==> src/rtl/wb_gain_ctrl_pkg.sv <==
// wb_pkg: shared widths, constants and state encoding for the white-balance gain controller.
`default_nettype none

package wb_pkg;

  localparam int GAIN_W = 18;
  localparam logic [GAIN_W-1:0] GAIN_UNITY = 18'h100;

  typedef enum logic [1:0] {
    ST_IDLE   = 2'd0,
    ST_CTRL   = 2'd1,
    ST_VIDEO  = 2'd2,
    ST_COMMIT = 2'd3
  } state_t;

  localparam logic [1:0] ADDR_CTRL   = 2'd0;
  localparam logic [1:0] ADDR_MAN_BK = 2'd1;
  localparam logic [1:0] ADDR_MAN_RK = 2'd2;
  localparam logic [1:0] ADDR_STATUS = 2'd3;

  localparam int CTRL_AUTO_EN = 0;
  localparam int CTRL_FREEZE  = 1;
  localparam int CTRL_CLR_ERR = 2;

  localparam logic [3:0] PKT_VIDEO = 4'h0;

endpackage

`default_nettype wire

==> src/rtl/wb_gain_ctrl_if.sv <==
// wb_gain_ctrl_if: monitored stream, register port, auto targets and committed gains.
`default_nettype none

interface wb_gain_ctrl_if;
  import wb_pkg::*;

  logic              st_valid;
  logic              st_ready;
  logic              st_sop;
  logic              st_eop;
  logic [7:0]        st_data;

  logic              cfg_wr;
  logic [1:0]        cfg_addr;
  logic [GAIN_W-1:0] cfg_wdata;
  logic [GAIN_W-1:0] cfg_rdata;

  logic [GAIN_W-1:0] auto_bk;
  logic [GAIN_W-1:0] auto_rk;
  logic              auto_valid;

  logic [GAIN_W-1:0] bk_gain;
  logic [GAIN_W-1:0] rk_gain;
  logic              gain_update;
  logic [15:0]       frame_cnt;
  logic              proto_err;

  modport master (
    output st_valid, st_ready, st_sop, st_eop, st_data,
    output cfg_wr, cfg_addr, cfg_wdata,
    input  cfg_rdata,
    output auto_bk, auto_rk, auto_valid,
    input  bk_gain, rk_gain, gain_update, frame_cnt, proto_err
  );

  modport slave (
    input  st_valid, st_ready, st_sop, st_eop, st_data,
    input  cfg_wr, cfg_addr, cfg_wdata,
    output cfg_rdata,
    input  auto_bk, auto_rk, auto_valid,
    output bk_gain, rk_gain, gain_update, frame_cnt, proto_err
  );

endinterface

`default_nettype wire

==> src/rtl/wb_gain_step.sv <==
// wb_gain_step: one channel of first-order smoothing toward the target, then clamping.
`default_nettype none

module wb_gain_step
  import wb_pkg::*;
#(
  parameter logic [GAIN_W-1:0] GAIN_MIN     = 18'h010,
  parameter logic [GAIN_W-1:0] GAIN_MAX     = 18'h3FFFF,
  parameter int                SMOOTH_SHIFT = 0
) (
  input  logic [GAIN_W-1:0] cur,
  input  logic [GAIN_W-1:0] tgt,
  output logic [GAIN_W-1:0] gain_next
);

  localparam int DW = GAIN_W + 1;

  logic signed [DW-1:0] diff;
  logic signed [DW-1:0] step;
  logic signed [DW-1:0] sum;
  logic                 near;
  logic [GAIN_W-1:0]    smoothed;

  always_comb begin
    diff = $signed({1'b0, tgt}) - $signed({1'b0, cur});
    step = diff >>> SMOOTH_SHIFT;
    sum  = $signed({1'b0, cur}) + step;
    // A one-LSB gap would never close under the shift, so snap to the target.
    near = (diff == '0) || (diff == '1) || (diff == DW'(1));
    smoothed = ((SMOOTH_SHIFT == 0) || near) ? tgt : sum[GAIN_W-1:0];

    if (smoothed < GAIN_MIN) begin
      gain_next = GAIN_MIN;
    end else if (smoothed > GAIN_MAX) begin
      gain_next = GAIN_MAX;
    end else begin
      gain_next = smoothed;
    end
  end

  // The sum always lies between cur and tgt, so its sign bit carries no information.
  logic unused_sign;
  assign unused_sign = sum[GAIN_W];

endmodule

`default_nettype wire

==> src/rtl/wb_gain_ctrl.sv <==
// wb_gain_ctrl: tracks Avalon-ST packet framing and commits smoothed, clamped
// blue/red gains once per completed video packet.
`default_nettype none

module wb_gain_ctrl
  import wb_pkg::*;
#(
  parameter logic [GAIN_W-1:0] GAIN_MIN     = 18'h010,
  parameter logic [GAIN_W-1:0] GAIN_MAX     = 18'h3FFFF,
  parameter int                SMOOTH_SHIFT = 0
) (
  input  logic           clk,
  input  logic           rst,
  wb_gain_ctrl_if.slave  bus
);

  state_t            state;
  state_t            state_nxt;
  state_t            entry_state;

  logic              auto_en;
  logic              freeze;
  logic              pending;
  logic [GAIN_W-1:0] tgt_bk;
  logic [GAIN_W-1:0] tgt_rk;
  logic [GAIN_W-1:0] bk_gain;
  logic [GAIN_W-1:0] rk_gain;
  logic [GAIN_W-1:0] bk_next;
  logic [GAIN_W-1:0] rk_next;
  logic              gain_update;
  logic [15:0]       frame_cnt;
  logic              proto_err;

  logic              beat;
  logic              sop_beat;
  logic              eop_beat;
  logic              err_set;
  logic              frame_done;
  logic              do_commit;
  logic              load_bk;
  logic              load_rk;
  logic              ctrl_wr;

  assign beat     = bus.st_valid & bus.st_ready;
  assign sop_beat = beat & bus.st_sop;
  assign eop_beat = beat & bus.st_eop;

  logic unused_data;
  assign unused_data = ^bus.st_data[7:4];

  always_comb begin
    state_nxt  = state;
    err_set    = 1'b0;
    if (bus.st_data[3:0] == PKT_VIDEO) begin
      entry_state = bus.st_eop ? ST_COMMIT : ST_VIDEO;
    end else begin
      entry_state = bus.st_eop ? ST_IDLE : ST_CTRL;
    end

    case (state)
      ST_IDLE: begin
        if (sop_beat) state_nxt = entry_state;
      end
      ST_CTRL: begin
        if (sop_beat) begin
          err_set   = 1'b1;
          state_nxt = entry_state;
        end else if (eop_beat) begin
          state_nxt = ST_IDLE;
        end
      end
      ST_VIDEO: begin
        if (sop_beat) begin
          err_set   = 1'b1;
          state_nxt = entry_state;
        end else if (eop_beat) begin
          state_nxt = ST_COMMIT;
        end
      end
      ST_COMMIT: begin
        state_nxt = sop_beat ? entry_state : ST_IDLE;
      end
      default: state_nxt = ST_IDLE;
    endcase

    // COMMIT is only ever entered on the closing beat of a video packet.
    frame_done = (state_nxt == ST_COMMIT);
  end

  always_ff @(posedge clk) begin
    if (rst) begin
      state <= ST_IDLE;
    end else begin
      state <= state_nxt;
    end
  end

  assign ctrl_wr   = bus.cfg_wr && (bus.cfg_addr == ADDR_CTRL);
  assign load_bk   = (bus.cfg_wr && (bus.cfg_addr == ADDR_MAN_BK) && !auto_en) ||
                     (bus.auto_valid && auto_en);
  assign load_rk   = (bus.cfg_wr && (bus.cfg_addr == ADDR_MAN_RK) && !auto_en) ||
                     (bus.auto_valid && auto_en);
  assign do_commit = (state == ST_COMMIT) && pending && !freeze;

  wb_gain_step #(
    .GAIN_MIN     (GAIN_MIN),
    .GAIN_MAX     (GAIN_MAX),
    .SMOOTH_SHIFT (SMOOTH_SHIFT)
  ) u_step_bk (
    .cur       (bk_gain),
    .tgt       (tgt_bk),
    .gain_next (bk_next)
  );

  wb_gain_step #(
    .GAIN_MIN     (GAIN_MIN),
    .GAIN_MAX     (GAIN_MAX),
    .SMOOTH_SHIFT (SMOOTH_SHIFT)
  ) u_step_rk (
    .cur       (rk_gain),
    .tgt       (tgt_rk),
    .gain_next (rk_next)
  );

  always_ff @(posedge clk) begin
    if (rst) begin
      auto_en     <= 1'b0;
      freeze      <= 1'b0;
      tgt_bk      <= GAIN_UNITY;
      tgt_rk      <= GAIN_UNITY;
      pending     <= 1'b0;
      bk_gain     <= GAIN_UNITY;
      rk_gain     <= GAIN_UNITY;
      gain_update <= 1'b0;
      frame_cnt   <= 16'd0;
      proto_err   <= 1'b0;
    end else begin
      if (ctrl_wr) begin
        auto_en <= bus.cfg_wdata[CTRL_AUTO_EN];
        freeze  <= bus.cfg_wdata[CTRL_FREEZE];
      end

      if (load_bk) tgt_bk <= bus.auto_valid && auto_en ? bus.auto_bk : bus.cfg_wdata;
      if (load_rk) tgt_rk <= bus.auto_valid && auto_en ? bus.auto_rk : bus.cfg_wdata;

      // A load landing in the commit cycle re-arms pending for the next frame.
      if (load_bk || load_rk) begin
        pending <= 1'b1;
      end else if (do_commit) begin
        pending <= 1'b0;
      end

      gain_update <= do_commit;
      if (do_commit) begin
        bk_gain <= bk_next;
        rk_gain <= rk_next;
      end

      if (frame_done) frame_cnt <= frame_cnt + 16'd1;

      if (err_set) begin
        proto_err <= 1'b1;
      end else if (ctrl_wr && bus.cfg_wdata[CTRL_CLR_ERR]) begin
        proto_err <= 1'b0;
      end
    end
  end

  always_comb begin
    bus.cfg_rdata = '0;
    case (bus.cfg_addr)
      ADDR_CTRL:   bus.cfg_rdata = {{(GAIN_W-2){1'b0}}, freeze, auto_en};
      ADDR_MAN_BK: bus.cfg_rdata = tgt_bk;
      ADDR_MAN_RK: bus.cfg_rdata = tgt_rk;
      ADDR_STATUS: bus.cfg_rdata = GAIN_W'({proto_err, pending, frame_cnt});
      default:     bus.cfg_rdata = '0;
    endcase
  end

  assign bus.bk_gain     = bk_gain;
  assign bus.rk_gain     = rk_gain;
  assign bus.gain_update = gain_update;
  assign bus.frame_cnt   = frame_cnt;
  assign bus.proto_err   = proto_err;

endmodule

`default_nettype wire

==> src/flat_wrapper.sv <==
// flat-port wrapper written by rule: the top's interface ports become plain ports
module wb_gain_ctrl_flat import wb_pkg::*;
#(
  parameter logic [GAIN_W-1:0] GAIN_MIN     = 18'h010,
  parameter logic [GAIN_W-1:0] GAIN_MAX     = 18'h3FFFF,
  parameter int                SMOOTH_SHIFT = 0
)
  (clk, rst, bus_st_valid, bus_st_ready, bus_st_sop, bus_st_eop, bus_st_data, bus_cfg_wr, bus_cfg_addr, bus_cfg_wdata, bus_cfg_rdata, bus_auto_bk, bus_auto_rk, bus_auto_valid, bus_bk_gain, bus_rk_gain, bus_gain_update, bus_frame_cnt, bus_proto_err);
  wb_gain_ctrl_if bus_i ();
  input  logic clk;
  input  logic rst;
  input wire logic [$bits(bus_i.st_valid)-1:0] bus_st_valid;
  input wire logic [$bits(bus_i.st_ready)-1:0] bus_st_ready;
  input wire logic [$bits(bus_i.st_sop)-1:0] bus_st_sop;
  input wire logic [$bits(bus_i.st_eop)-1:0] bus_st_eop;
  input wire logic [$bits(bus_i.st_data)-1:0] bus_st_data;
  input wire logic [$bits(bus_i.cfg_wr)-1:0] bus_cfg_wr;
  input wire logic [$bits(bus_i.cfg_addr)-1:0] bus_cfg_addr;
  input wire logic [$bits(bus_i.cfg_wdata)-1:0] bus_cfg_wdata;
  output wire logic [$bits(bus_i.cfg_rdata)-1:0] bus_cfg_rdata;
  input wire logic [$bits(bus_i.auto_bk)-1:0] bus_auto_bk;
  input wire logic [$bits(bus_i.auto_rk)-1:0] bus_auto_rk;
  input wire logic [$bits(bus_i.auto_valid)-1:0] bus_auto_valid;
  output wire logic [$bits(bus_i.bk_gain)-1:0] bus_bk_gain;
  output wire logic [$bits(bus_i.rk_gain)-1:0] bus_rk_gain;
  output wire logic [$bits(bus_i.gain_update)-1:0] bus_gain_update;
  output wire logic [$bits(bus_i.frame_cnt)-1:0] bus_frame_cnt;
  output wire logic [$bits(bus_i.proto_err)-1:0] bus_proto_err;
  assign bus_i.st_valid = bus_st_valid;
  assign bus_i.st_ready = bus_st_ready;
  assign bus_i.st_sop = bus_st_sop;
  assign bus_i.st_eop = bus_st_eop;
  assign bus_i.st_data = bus_st_data;
  assign bus_i.cfg_wr = bus_cfg_wr;
  assign bus_i.cfg_addr = bus_cfg_addr;
  assign bus_i.cfg_wdata = bus_cfg_wdata;
  assign bus_cfg_rdata = bus_i.cfg_rdata;
  assign bus_i.auto_bk = bus_auto_bk;
  assign bus_i.auto_rk = bus_auto_rk;
  assign bus_i.auto_valid = bus_auto_valid;
  assign bus_bk_gain = bus_i.bk_gain;
  assign bus_rk_gain = bus_i.rk_gain;
  assign bus_gain_update = bus_i.gain_update;
  assign bus_frame_cnt = bus_i.frame_cnt;
  assign bus_proto_err = bus_i.proto_err;
  wb_gain_ctrl #(.GAIN_MIN(GAIN_MIN), .GAIN_MAX(GAIN_MAX), .SMOOTH_SHIFT(SMOOTH_SHIFT)) u_core (.clk(clk), .rst(rst), .bus(bus_i));
endmodule
==> config.mk <==
export PLATFORM = sky130hd
export DESIGN_NAME = wb_gain_ctrl_flat
export DESIGN_NICKNAME = d
export VERILOG_FILES = /design/src/rtl/wb_gain_ctrl_pkg.sv /design/src/rtl/wb_gain_ctrl_if.sv /design/src/rtl/wb_gain_step.sv /design/src/rtl/wb_gain_ctrl.sv /design/src/flat_wrapper.sv
export SDC_FILE = /design/constraint.sdc
export NUM_CORES = 1
export LEC_CHECK = 0
export BUFFER_PORTS_ARGS = -buffer_cell sky130_fd_sc_hd__buf_2
export CORE_ASPECT_RATIO = 1.1
export CORE_MARGIN = 2
export CORE_UTILIZATION = 40
export DETAILED_ROUTE_END_ITERATION = 8
export PLACE_DENSITY = 0.66
export REMOVE_ABC_BUFFERS = 1
export SETUP_SLACK_MARGIN = 0.4
export SLEW_MARGIN = 20
export SYNTH_ARGS = -nofsm -noshare
export SYNTH_HDL_FRONTEND = slang
export SYNTH_SLANG_ARGS = --single-unit
==> constraint.sdc <==
create_clock -name clk -period 4.9 [get_ports clk]
set_input_delay 0.98 -clock clk [delete_from_list [all_inputs] [get_ports clk]]
set_output_delay 0.98 -clock clk [all_outputs]
set_load 0.03 [all_outputs]
==> impl_results.rst <==
.. list-table::
   :header-rows: 1

   * - Metric
     - Value
   * - Fin crit period
     - 3339 ps
   * - Share of synthesized area occupied by flip-flops and latches
     - 41.90%
   * - Fill cells
     - 1,080
   * - Pin count of the biggest net entering global routing
     - 61
   * - # nets final
     - 726
   * - Number of flops mapped to enable cells by yosys
     - 0
   * - H-tree lvl count
     - 3
   * - Run status
     - complete, no violations
   * - Antenna violations before repair
     - 0
   * - Dominant cells by area after synthesis
     - dfxtp_1 (42%), nand2_1 (6.9%), nor2_1 (5.5%), mux2i_1 (4.6%), mux2_2 (4.5%)
   * - Horiz. Die Dim
     - 105.6 um
   * - Leading area contributor after synthesis
     - dfxtp_1
   * - Total global routing track utilization
     - 22.17%
   * - Measured slew at the worst slew-check pin
     - 1103 ps
   * - DPL Wire Length
     - 9480 um
   * - Crit Path Max Fanout
     - 22
   * - Initial cell density of the core
     - 41.23%
   * - Worst hold start
     - u_core.bus.rk_gain[16]
   * - Number of hold buffers added after cts
     - 0
   * - GRT overflow
     - 0
   * - DRC violations left
     - 0
   * - Global-route wire length before repair
     - 21,580 um
   * - Highest signal layer in the routed design
     - met4
   * - Port Buf Inserts
     - 139
   * - Unrepaired setup endpoints after global routing
     - no
   * - Layout cell share with drive strength beyond 1
     - 29.05%
   * - Total power consumption of the routed design
     - 0.001667 W
   * - Cell count after synthesis
     - 535
   * - Top post-synthesis cells by count
     - dfxtp_1 (95), nand2_1 (83), nor2_1 (66), a21oi_1 (40), clkbuf_1 (35)
   * - Total clock sinks
     - 95
   * - Mean post-synth cell area
     - 8.485 um2
   * - Category of the worst setup path capture point
     - primary output
   * - Utilization of the core after routing
     - 50.73%
   * - Fin. max-slew vios
     - 0
   * - Post-Route Setup TNS
     - 0 ps
   * - Wirelength per Cell
     - 16.93 um
   * - FFs w/ async S/R, synth
     - 0%
   * - Critical-path cell list
     - buf_2, nor2b_1, buf_4, a22o_1, buf_2
   * - Via count of the first global-routing pass
     - 4,255
   * - Instance count along the most critical hold path
     - 2
   * - Floorplan die height
     - 115.7 um
   * - Clock latency of the later-clocked register in the worst-skew pair
     - 340 ps
   * - Worst Reg-to-Reg Cells
     - 7
   * - Highest clock frequency the design can meet
     - 0.2995 GHz
   * - Clock buffer count from CTS
     - 9
   * - Count of distinct cell types in the synthesized netlist
     - 45
   * - Most used flip-flop cell after synthesis
     - dfxtp_1
   * - Sum of met2 wire segment lengths after detailed routing
     - 6726 um
   * - Crit path top cell by count
     - buf_2
   * - Row count
     - 40
   * - Area fraction of the dominant cell type after synthesis
     - 41.90%
   * - Worst R2R Start
     - u_core.state[1]
   * - Number of endpoints with negative hold slack in the final report
     - 0
   * - Maximum root-to-sink buffer count
     - 2
   * - Total number of vias
     - 4,441
   * - Worst reg2reg setup slack
     - 2190 ps
   * - Root Buffer
     - clkbuf_16
   * - Setup violation total in the final timing report
     - 0
   * - Antenna diode count
     - 0
   * - Cell with the most instances after synthesis
     - dfxtp_1
   * - Maximum resistive drop on vdd
     - 0.1987 mV
   * - Slowest-stage cell, CP
     - buf_2
   * - Pwr dens
     - 298.4 nW/um2
   * - Global placement routability congestion
     - 0.8177
   * - Clock transition at path regs
     - 60 ps
   * - Path type of the worst min-delay path
     - reg2reg
   * - Peak per-stage delay on the critical path
     - 420 ps
   * - Final clock period utilization by the worst path
     - 68.14%
   * - Capture point of the worst reg-to-reg path
     - u_core.bus.frame_cnt[9]
   * - Aggregate routed wire length
     - 13,560 um
   * - Ratio of routed vias to standard cells
     - 5.544
   * - Crit path launch type
     - input port
   * - Critical path required time
     - 3920 ps
   * - Crit Path Category
     - in2out
   * - Post-DRT Antenna Nets
     - 0
   * - Met3 Routed Length
     - 666 um
   * - Layout area overhead
     - 23.04%
   * - Number of violations reported at the end of detailed-routing iteration 0
     - 300
   * - I/O pins
     - 144
   * - Core area
     - 11,010 um2
   * - Worst setup path start
     - bus_cfg_addr[0]
   * - Crit path DAT
     - 2360 ps
   * - Number of detailed-route iterations in the first pass
     - 5
   * - M1 wire length
     - 5958 um
   * - Yosys warns
     - 0
   * - Endpoint, Worst Hold
     - u_core.bus.rk_gain[16]
   * - Die area
     - 12,220 um2
   * - Number of buffers added for setup after CTS
     - 0
   * - Number of cells upsized or downsized after cts
     - 0
   * - Relative slew margins
     - 26.50%
   * - Max Clock Skew
     - 5.284 ps
   * - Flop and latch count out of synthesis
     - 95
   * - Reported max-cap violation count
     - 0
   * - Clock tree from TritonCTS
     - done
   * - Area of the mapped netlist
     - 4539 um2
   * - Standby leakage power
     - 2.279 nW
==> through the flow <==
stage               setup slack (ps)  cell area, um2  instances  hold WS, ps
floorplan                       1673            4369        493        449.4
global placement                1582            5299        785        443.3
finish                          1561            5585        801        454.9
detailed placement              1535            5299        785        447.1
global route                    1479            5585        801        477.3
CTS                             1588            5585        801        456.1
==> power breakdown <==
part	total [W]	internal, W	switching, W
Sequential	0.000815	0.000792	0.0000230
Clock	0.000675	0.000372	0.000303
Combinational	0.000177	0.0000712	0.000106
==> layer usage <==
metal	up-vias	track usage (%)
met3	15	3.318
met2	148	38.58
met4	0	8.421
met1	2092	27.96
met5	-	0
li1	2186	-
==> how the worst max path moves through the flow <==
stage,endpoint,slack [ps],cells past startpoint
final,bus_cfg_rdata[9],1560,5
after global routing,bus_cfg_rdata[8],1480,5
after CTS,bus_cfg_rdata[11],1590,5
after detailed placement,u_core.bus.frame_cnt[13],1540,6
after global placement,bus_cfg_rdata[9],1580,5
after floorplan,u_core.pending,1670,4
==> cells by family after synthesis <==
| group | share of synthesized area [%] |
|---|---|
| adders and majority gates | 1.378 |
| muxes | 10.09 |
| buffers and inverters | 4.079 |
| DFF | 41.90 |
| AOI/OAI and AO/OA | 19.18 |
| and+or+nand+nor | 23.18 |
| xor gates and xnor gates | 0.1930 |
==> layout by cell type, fill, tap and decap left out, types with 9 or more instances in the layout <==
| cell | n |
|---|---|
| nand3_1 | 26 |
| mux2_2 | 18 |
| nand2_1 | 82 |
| buf_2 | 139 |
| a211oi_1 | 19 |
| a22o_1 | 16 |
| clkbuf_16 | 9 |
| a21oi_1 | 40 |
| dfxtp_1 | 95 |
| nor2_1 | 65 |
| a311oi_1 | 17 |
| mux2i_1 | 21 |
| nor4_1 | 10 |
| a22oi_1 | 9 |
==> worst max-delay path: cells and delay by family <==
family | cells | cell delay, ps
buf+inv | 3 | 900
simple gates | 1 | 260
compound gates | 1 | 210
==> registers in the layout (all words and copies together), names as in the netlist <==
name and flops:
u_core.auto_en 1, u_core.bus.frame_cnt 16, u_core.state 2, u_core.bus.bk_gain 18, u_core.bus.gain_update 1, u_core.tgt_bk 18
u_core.pending 1, u_core.bus.rk_gain 18, u_core.bus.proto_err 1, u_core.tgt_rk 18, u_core.freeze 1
==> final cells by class <==
type | count | area (um2) | share of cell area (%)
inverters | 4 | 15.01 | 0.2688
clock inverters | 4 | 30.03 | 0.5376
multi-input cells | 394 | 2457 | 44.00
well taps | 147 | 183.9 | 3.293
flip-flops and latches | 95 | 1902 | 34.05
repair buffers | 145 | 740.7 | 13.26
clock buffers | 12 | 256.5 | 4.592
(Power assumes the default switching activity.)
